`src/rtl/alu_regfile_exec_if.sv`:
```
// ============================================================================
// Module  : alu_regfile_exec_if
// Brief   : Issue/result bundle between decode and the execute block.
// Revision: 1.0 - initial release
// ============================================================================
`default_nettype none

interface alu_regfile_exec_if #(
    parameter int DATA_WIDTH = 32,
    parameter int ADDR_WIDTH = 5
) ();
    logic                  in_valid;
    logic                  in_ready;
    logic [ADDR_WIDTH-1:0] rs1;
    logic [ADDR_WIDTH-1:0] rs2;
    logic [ADDR_WIDTH-1:0] rd;
    logic                  we;
    logic                  alu_src;
    logic [DATA_WIDTH-1:0] imm_op;
    logic [2:0]            alu_ctrl;
    logic                  out_valid;
    logic [DATA_WIDTH-1:0] alu_out;
    logic                  eq;
    logic [DATA_WIDTH-1:0] a0;

    modport master (
        output in_valid, rs1, rs2, rd, we, alu_src, imm_op, alu_ctrl,
        input  in_ready, out_valid, alu_out, eq, a0
    );

    modport slave (
        input  in_valid, rs1, rs2, rd, we, alu_src, imm_op, alu_ctrl,
        output in_ready, out_valid, alu_out, eq, a0
    );
endinterface

`default_nettype wire

```
`src/rtl/alu_regfile_exec.sv`:
```
// ============================================================================
// Module  : alu_regfile_exec
// Brief   : Register file + operand mux + ALU with registered writeback.
//           Define ALU_MUL_EN to make alu_ctrl 111 an iterative multiply;
//           otherwise 111 is a single-cycle SLTU.
// Revision: 1.0 - initial release
// ============================================================================
`default_nettype none

module alu_regfile_exec #(
    parameter int DATA_WIDTH = 32,
    parameter int ADDR_WIDTH = 5,
    parameter int NUM_REGS   = 32,
    parameter int A0_INDEX   = 10
) (
    input wire logic         clk,
    input wire logic         rst,
    alu_regfile_exec_if.slave bus
);

    localparam int                  c_SH_W  = $clog2(DATA_WIDTH);
    localparam logic [ADDR_WIDTH:0] c_NREGS = (ADDR_WIDTH + 1)'(NUM_REGS);

    logic [DATA_WIDTH-1:0] r_regs [NUM_REGS];
    logic [DATA_WIDTH-1:0] r_alu_out;
    logic                  r_eq;
    logic                  r_out_valid;

    logic [DATA_WIDTH-1:0] w_rf_a;
    logic [DATA_WIDTH-1:0] w_rf_b;
    logic [DATA_WIDTH-1:0] w_op_b;
    logic [DATA_WIDTH-1:0] w_alu_res;
    logic [c_SH_W-1:0]     w_shamt;
    logic                  w_eq;
    logic                  w_fire;

    logic                  w_wb_fire;
    logic [DATA_WIDTH-1:0] w_wb_data;
    logic                  w_wb_eq;
    logic [ADDR_WIDTH-1:0] w_wb_rd;
    logic                  w_wb_we;
    logic                  w_wb_addr_ok;

    // Register 0 and unpopulated addresses read as zero.
    always_comb begin
        w_rf_a = '0;
        w_rf_b = '0;
        if (bus.rs1 != '0 && {1'b0, bus.rs1} < c_NREGS) w_rf_a = r_regs[bus.rs1];
        if (bus.rs2 != '0 && {1'b0, bus.rs2} < c_NREGS) w_rf_b = r_regs[bus.rs2];
    end

    assign w_op_b  = bus.alu_src ? bus.imm_op : w_rf_b;
    assign w_shamt = w_op_b[c_SH_W-1:0];
    assign w_eq    = (w_rf_a == w_op_b);
    assign w_fire  = bus.in_valid && bus.in_ready;

    always_comb begin
        w_alu_res = '0;
        case (bus.alu_ctrl)
            3'b000: w_alu_res = w_rf_a + w_op_b;
            3'b001: w_alu_res = w_rf_a - w_op_b;
            3'b010: w_alu_res = w_rf_a & w_op_b;
            3'b011: w_alu_res = w_rf_a | w_op_b;
            3'b100: w_alu_res = w_rf_a ^ w_op_b;
            3'b101: w_alu_res = w_rf_a << w_shamt;
            3'b110: w_alu_res = {{(DATA_WIDTH-1){1'b0}}, ($signed(w_rf_a) < $signed(w_op_b))};
`ifdef ALU_MUL_EN
            default: w_alu_res = '0;
`else
            default: w_alu_res = {{(DATA_WIDTH-1){1'b0}}, (w_rf_a < w_op_b)};
`endif
        endcase
    end

`ifdef ALU_MUL_EN
    typedef enum logic [0:0] {
        S_IDLE = 1'b0,
        S_MUL  = 1'b1
    } state_t;

    localparam logic [c_SH_W-1:0] c_CNT_LAST = c_SH_W'(DATA_WIDTH - 1);

    state_t                r_state;
    state_t                w_state_next;
    logic                  w_in_ready;
    logic [c_SH_W-1:0]     r_cnt;
    logic [DATA_WIDTH-1:0] r_mcand;
    logic [DATA_WIDTH-1:0] r_mplier;
    logic [DATA_WIDTH-1:0] r_acc;
    logic [ADDR_WIDTH-1:0] r_mul_rd;
    logic                  r_mul_we;
    logic                  r_mul_eq;
    logic [DATA_WIDTH-1:0] w_acc_next;
    logic                  w_start_mul;
    logic                  w_mul_done;

    assign w_start_mul = w_fire && (bus.alu_ctrl == 3'b111);
    assign w_mul_done  = (r_state == S_MUL) && (r_cnt == c_CNT_LAST);
    assign w_acc_next  = r_acc + (r_mplier[0] ? r_mcand : '0);

    always_ff @(posedge clk) begin
        if (rst) r_state <= S_IDLE;
        else     r_state <= w_state_next;
    end

    always_comb begin
        w_state_next = r_state;
        w_in_ready   = 1'b0;
        case (r_state)
            S_IDLE: begin
                w_in_ready = 1'b1;
                if (w_start_mul) w_state_next = S_MUL;
            end
            S_MUL: begin
                if (w_mul_done) w_state_next = S_IDLE;
            end
            default: w_state_next = S_IDLE;
        endcase
    end

    // Shift-add: one multiplier bit per cycle, DATA_WIDTH cycles total.
    always_ff @(posedge clk) begin
        if (rst) begin
            r_cnt    <= '0;
            r_mcand  <= '0;
            r_mplier <= '0;
            r_acc    <= '0;
            r_mul_rd <= '0;
            r_mul_we <= 1'b0;
            r_mul_eq <= 1'b0;
        end else if (w_start_mul) begin
            r_cnt    <= '0;
            r_mcand  <= w_rf_a;
            r_mplier <= w_op_b;
            r_acc    <= '0;
            r_mul_rd <= bus.rd;
            r_mul_we <= bus.we;
            r_mul_eq <= w_eq;
        end else if (r_state == S_MUL) begin
            r_cnt    <= r_cnt + 1'b1;
            r_mcand  <= r_mcand << 1;
            r_mplier <= r_mplier >> 1;
            r_acc    <= w_acc_next;
        end
    end

    assign bus.in_ready = w_in_ready;
    assign w_wb_fire    = (w_fire && !w_start_mul) || w_mul_done;
    assign w_wb_data    = w_mul_done ? w_acc_next : w_alu_res;
    assign w_wb_eq      = w_mul_done ? r_mul_eq   : w_eq;
    assign w_wb_rd      = w_mul_done ? r_mul_rd   : bus.rd;
    assign w_wb_we      = w_mul_done ? r_mul_we   : bus.we;
`else
    assign bus.in_ready = 1'b1;
    assign w_wb_fire    = w_fire;
    assign w_wb_data    = w_alu_res;
    assign w_wb_eq      = w_eq;
    assign w_wb_rd      = bus.rd;
    assign w_wb_we      = bus.we;
`endif

    assign w_wb_addr_ok = (w_wb_rd != '0) && ({1'b0, w_wb_rd} < c_NREGS);

    always_ff @(posedge clk) begin
        if (rst) begin
            r_alu_out   <= '0;
            r_eq        <= 1'b0;
            r_out_valid <= 1'b0;
        end else begin
            r_out_valid <= w_wb_fire;
            if (w_wb_fire) begin
                r_alu_out <= w_wb_data;
                r_eq      <= w_wb_eq;
            end
        end
    end

    always_ff @(posedge clk) begin
        if (rst) begin
            for (int i = 0; i < NUM_REGS; i++) r_regs[i] <= '0;
        end else if (w_wb_fire && w_wb_we && w_wb_addr_ok) begin
            r_regs[w_wb_rd] <= w_wb_data;
        end
    end

    assign bus.out_valid = r_out_valid;
    assign bus.alu_out   = r_alu_out;
    assign bus.eq        = r_eq;
    assign bus.a0        = r_regs[A0_INDEX];

endmodule

`default_nettype wire
```
`src/flat_wrapper.sv`:
```
// flat-port wrapper written by rule: the top's interface ports become plain ports
module alu_regfile_exec_flat 
#(
    parameter int DATA_WIDTH = 32,
    parameter int ADDR_WIDTH = 5,
    parameter int NUM_REGS   = 32,
    parameter int A0_INDEX   = 10
)
  (clk, rst, bus_in_valid, bus_rs1, bus_rs2, bus_rd, bus_we, bus_alu_src, bus_imm_op, bus_alu_ctrl, bus_in_ready, bus_out_valid, bus_alu_out, bus_eq, bus_a0);
  alu_regfile_exec_if #(.DATA_WIDTH(DATA_WIDTH), .ADDR_WIDTH(ADDR_WIDTH)) bus_i ();
  input wire logic clk;
  input wire logic rst;
  input wire logic [$bits(bus_i.in_valid)-1:0] bus_in_valid;
  input wire logic [$bits(bus_i.rs1)-1:0] bus_rs1;
  input wire logic [$bits(bus_i.rs2)-1:0] bus_rs2;
  input wire logic [$bits(bus_i.rd)-1:0] bus_rd;
  input wire logic [$bits(bus_i.we)-1:0] bus_we;
  input wire logic [$bits(bus_i.alu_src)-1:0] bus_alu_src;
  input wire logic [$bits(bus_i.imm_op)-1:0] bus_imm_op;
  input wire logic [$bits(bus_i.alu_ctrl)-1:0] bus_alu_ctrl;
  output wire logic [$bits(bus_i.in_ready)-1:0] bus_in_ready;
  output wire logic [$bits(bus_i.out_valid)-1:0] bus_out_valid;
  output wire logic [$bits(bus_i.alu_out)-1:0] bus_alu_out;
  output wire logic [$bits(bus_i.eq)-1:0] bus_eq;
  output wire logic [$bits(bus_i.a0)-1:0] bus_a0;
  assign bus_i.in_valid = bus_in_valid;
  assign bus_i.rs1 = bus_rs1;
  assign bus_i.rs2 = bus_rs2;
  assign bus_i.rd = bus_rd;
  assign bus_i.we = bus_we;
  assign bus_i.alu_src = bus_alu_src;
  assign bus_i.imm_op = bus_imm_op;
  assign bus_i.alu_ctrl = bus_alu_ctrl;
  assign bus_in_ready = bus_i.in_ready;
  assign bus_out_valid = bus_i.out_valid;
  assign bus_alu_out = bus_i.alu_out;
  assign bus_eq = bus_i.eq;
  assign bus_a0 = bus_i.a0;
  alu_regfile_exec #(.DATA_WIDTH(DATA_WIDTH), .ADDR_WIDTH(ADDR_WIDTH), .NUM_REGS(NUM_REGS), .A0_INDEX(A0_INDEX)) u_core (.clk(clk), .rst(rst), .bus(bus_i));
endmodule
```
`config.mk`:
```
export PLATFORM = sky130hd
export DESIGN_NAME = alu_regfile_exec_flat
export DESIGN_NICKNAME = d
export VERILOG_FILES = /design/src/rtl/alu_regfile_exec_if.sv /design/src/rtl/alu_regfile_exec.sv /design/src/flat_wrapper.sv
export SDC_FILE = /design/constraint.sdc
export NUM_CORES = 2
export LEC_CHECK = 0
export CAP_MARGIN = 20
export CORE_ASPECT_RATIO = 0.8
export CORE_MARGIN = 10
export CORE_UTILIZATION = 47
export DETAILED_ROUTE_END_ITERATION = 8
export GPL_TIMING_DRIVEN = 0
export PLACE_DENSITY = 0.65
export SYNTH_ARGS = -nofsm -noshare
export SYNTH_HDL_FRONTEND = slang
export SYNTH_SLANG_ARGS = --single-unit
```
`constraint.sdc`:
```
create_clock -name clk -period 7.27 [get_ports clk]
set_clock_uncertainty 0.1 [all_clocks]
set_input_delay 1.454 -clock clk [delete_from_list [all_inputs] [get_ports clk]]
set_output_delay 1.454 -clock clk [all_outputs]
set_load 0.03 [all_outputs]
```
Word level (Yosys, flattened, before mapping)
Memories as Yosys holds them, arrays and structs flattened.
Index checks and enable logic that the tools add are counted.
{"block": "word_totals", "ff_bits": 34, "ram_bits": 1024, "input_bits": 55, "out_inout_bits": 67, "word_cells": 38, "mem_count": 1}
{"block": "classes", "addsub": 2, "magnitude_cmp": 2, "n_eq_ne": 7, "n_shift": 1, "muxes": 12, "bitwise": 3, "reduce_logical": 7}
{"memory": "u_core.r_regs", "depth": 32, "width": 32, "rd": 3, "rd_ports_with_merged_regs": 0, "wr": 32, "line": "alu_regfile_exec.sv:24", "rtl": "logic [DATA_WIDTH-1:0] r_regs [NUM_REGS];"}
{"cell": "32-bit one-hot mux with 7 select lines", "count": 1}
{"cell": "32-bit 2-to-1 mux", "count": 4}
{"cell": "32-bit < comparator", "count": 2}
{"cell": "32-bit adder", "count": 1}
{"cell": "32-bit AND", "count": 1}
{"cell": "32-bit equality test", "count": 1}
{"cell": "32-bit OR", "count": 1}
{"cell": "32-bit OR reduction", "count": 1}
{"cell": "32-bit by 5-bit << shifter with 32-bit output", "count": 1}
{"cell": "32-bit subtractor", "count": 1}
{"cell": "32-bit XOR", "count": 1}
{"cell": "5-bit nonzero test", "count": 3}
{"cell": "3-bit equality test, second input constant", "count": 3}
{"cell": "3-bit by 2-bit equality test with 1-bit output, second input constant", "count": 2}
{"cell": "1-bit 2-to-1 mux", "count": 6}
{"cell": "5-bit 2-to-1 mux", "count": 1}
{"cell": "3-bit by 1-bit equality test with 1-bit output, second input constant", "count": 1}
{"cell": "3-bit zero test", "count": 1}
{"cell": "1-bit logical AND", "count": 2}

Logic depth before layout (Yosys ltp)
{"block": "depth", "depth_word": 7, "depth_mapped": 27, "mapped_depth_nobuf": 20}

Worst setup path after synthesis
No wires, ideal clock.
{"block": "synth_timing", "path_kind": "input -> register", "from": "input bus_rs2[0]", "to": "memory u_core.r_regs[12][0], data pin", "setup_ns": 0.266, "arrival_ns": 6.835, "t_required_ns": 6.904, "setup_slack_ns": 0.069, "cell_stages": 25, "path_buffers": 9, "cell_sequence": "buf_4 buf_6 buf_2 clkbuf_1 buf_1 clkbuf_1 mux2i_1 o221ai_1 a21oi_1 nor3_1 o21ai_0 nand2_1 ha_1 clkbuf_1 or3_1 nor3_1 nand2_1 nor4b_1 a211oi_1 o211ai_1 a2111oi_0 or2_2 clkbuf_1 buf_2 nor2_1"}
{"item": "from (decl)", "line": "flat_wrapper.sv:15", "rtl": "input wire logic [$bits(bus_i.rs2)-1:0] bus_rs2;"}
{"item": "to (decl)", "line": "alu_regfile_exec.sv:24"}

==> flow_summary.yaml <==
floorplan:
  start_util_pct: 47.4
  die_y_um: 344
  core_um2: 130000
  floorplan.die.width_um: 424
  rows: 118
  die_area_um2: 146000
  ios: 122
worst_setup_path:
  cp.arrival_ps: 7770
  critPathKind: "input pin to register"
  crit_path_end: "u_core.r_regs[4][29]$_SDFFCE_PN0P_"
  cp_data_required_time_ps: 7640
  end_kind: "register"
  crit_fanout: 10
  startpoint_type: "input pin"
  cp-startpoint: "bus_rs1[4]"
  r2r-start: "u_core.r_regs[23][2]$_SDFFCE_PN0P_"
  timing.rr.end: "u_core.r_regs[4][29]$_SDFFCE_PN0P_"
  critPathMaxStageDelay_ps: 610
  ff2ff_path_depth: 22
  critPathSlowestCell: "a211oi_1"
  ff2ff_setup_slack_ps: 860
  crit_chain: "clkdlybuf4s50_1 > buf_2 > buf_2 > buf_4 > mux2i_1 > a211oi_1 > nand2_1 > inv_1 > ha_2 > clkinvlp_4 > o21bai_1 > a21oi_1 > o211ai_1 > buf_4 > a21oi_4 > o211ai_1 > a221oi_2 > xnor2_1 > a211oi_4 > buf_12 > buf_6 > nor2_2"
final_layout:
  area_growth_pct: 16.9
  drive_above_1_share_pct: 23.7
  fin_nets: 5639
timing:
  setup_viol: 197
  slew_headroom_pct: 13.4
  tightestPinTransition_ps: 1290
  min_period_ps: 7400
  fin_tns_setup_ps: -9310
  setup_slack_ps: -128
  fmax_mhz: 135
  finalHoldViolCount: 0
  drv_slew: 0
  period_share_pct: 102
clock_tree:
  clock_latency_ps: 770
  clock_sinks: 1058
  clkSlewWorstSetupHoldPaths_ps: 60
  cts.htree.levels: 3
  cts_buffer_depth: 3
  cts_made_buffers: 108
  cts_tree: "built"
  cts_root_buffer: "clkbuf_16"
logic_synthesis:
  yosys-top-cells-count: "nor2_1 (1081), edfxtp_1 (1024), mux4_2 (393), mux2i_1 (338), clkbuf_1 (299)"
  async_reset_ff_share_pct: 0
  synth_top_area_cell: "edfxtp_1"
  yosysWarnings: 0
  synth_area_leaders: "edfxtp_1 (50%), mux4_2 (14%), nor2_1 (6.6%), mux2i_1 (5.5%), a21oi_1 (2.1%)"
  synth-seq-cells: 1058
  yosysMostFrequentCell: "nor2_1"
  synth_edf_count: 1024
  synthCells: 5104
  synthesis.area_um2: 61500
  synth_top_area_share_pct: 50.0
  seq_area_frac_synth_pct: 51.1
  synthFlopType: "edfxtp_1"
  synth_cell_types: 98
  synth_area_per_cell_um2: 12.1
route:
  ant_nets: 0
  drt_wl_total_um: 287000
  drc: 0
  wire_per_inst_um: 39.2
  num_vias: 51600
  first_pass_iters: 8
  routed_via_density: 7.04
  drt_first_iter_violations: 9782
pwr:
  vdd_drop_max_mv: 0.222
  power_per_cell_area_nw_per_um2: 244
  p_leak_uw: 0.0260
  total_power_uw: 17600
hold_path:
  hold_class: "register to register"
placement:
  place_hpwl_um: 222000
  gp_routability_congestion: 1.05
  place_ws_ps: -5230
  numPortBuffers: 115
global_routing:
  grt_use_total_pct: 38.2
  grt_overflow_total: 0
  grt_max_degree: 32
  antenna_found_initial: 12
  grt_pass1_wl_um: 388000
  grt_pass1_vias: 48400
outcome:
  status: "finished with violations"
  violations: "negative setup slack"
job:
  cap_violations: 0
==> timing repair <==
action                                  CTS  global route
gates resized for setup                 466           159
pin swaps                                38            28
endpoints found under the setup margin  960           892
hold buffers                              0             0
setup buffers                            38            11
==> registers in the layout (all words and copies together), names as in the netlist <==
| name | cells |
|---|---|
| u_core.r_regs | 1024 |
| u_core.bus.eq | 1 |
| u_core.bus.out_valid | 1 |
| u_core.bus.alu_out | 32 |
==> report_power, final <==
| part | switching, uW | internal, uW | leakage (uW) |
|---|---|---|---|
| combinational | 3360 | 1580 | 0.0135 |
| sequential | 134 | 6910 | 0.0109 |
| clock | 2560 | 3010 | 0.00165 |
==> routing by layer <==
metal | GRT usage [%] | routed length (um) | vias up | share of wire [%]
met1 | 52.5 | 106000 | 25700 | 37
li1 | - | - | 20200 | -
met3 | 16.0 | 49100 | 872 | 17
met4 | 22.3 | 21700 | 8 | 7.6
met5 | 0 | 50 | - | 0.017
met2 | 50.0 | 110000 | 4865 | 38
==> cell usage in the layout (no fill, tap or decap), drive strengths merged, types with 34 or more instances in the layout <==
cell type / n
mux4: 400
nor3: 88
a211oi: 76
o221ai: 69
mux2i: 339
nand2b: 51
a21oi: 265
ha: 98
dfxtp: 34
o21ai: 150
clkbuf: 427
mux2: 75
a22oi: 35
clkdlybuf4s50: 112
clkinv: 55
inv: 113
o22ai: 103
edfxtp: 1024
nand2: 210
nor2: 1113
buf: 315
==> logic make-up after synthesis <==
kind of cell	after synthesis	share of synthesized area (%)
other cells	2	0.0122
simple gates	1613	11.0
mux	814	21.6
fa+ha+maj	100	2.06
xor+xnor	12	0.171
flops	1058	51.1
compound gates	907	9.75
buf+inv	598	4.29
==> worst min path at each step <==
stage,start,cells after the start,to
final,u_core.bus.eq$_SDFFE_PP0P_,2,u_core.bus.eq$_SDFFE_PP0P_
after global routing,u_core.bus.alu_out[22]$_SDFFE_PP0P_,2,u_core.bus.alu_out[22]$_SDFFE_PP0P_
after CTS,u_core.bus.eq$_SDFFE_PP0P_,2,u_core.bus.eq$_SDFFE_PP0P_
after detailed placement,u_core.bus.eq$_SDFFE_PP0P_,2,u_core.bus.eq$_SDFFE_PP0P_
after global placement,u_core.bus.eq$_SDFFE_PP0P_,2,u_core.bus.eq$_SDFFE_PP0P_
after floorplan,u_core.bus.eq$_SDFFE_PP0P_,2,u_core.bus.eq$_SDFFE_PP0P_
==> critical path, delay by kind of cell <==
family                     cells  cell delay, ps
muxes                          1             120
AOI/OAI and AO/OA              8            2320
buffers and inverters          9            2710
adders and majority gates      1             330
and+or+nand+nor                2             550
xor gates and xnor gates       1             230
==> area by class of cell <==
cell class	count	area (um^2)
Antenna cell	15	37.5
Buffer	472	2810
Clock buffer	134	2840
Clock inverter	66	512
Fill cell	10900	57800
Inverter	113	437
Multi-Input combinational cell	3479	28700
Sequential cell	1058	31400
Tap cell	1740	2180
Timing Repair Buffer	252	3000
==> stage by stage <==
step                      hold WS [ps]  util, %  cells  instance area [um^2]
final                              382     55.4   7329                 71900
after CTS                          383     54.9   7302                 71300
after global placement             362     50.1   6990                 65000
after global routing               407     55.4   7314                 71900
after detailed placement           369     51.1   7073                 66300
after floorplan                    494        -   5135                 61600
No activity file was read; power rests on OpenSTA's default activity.
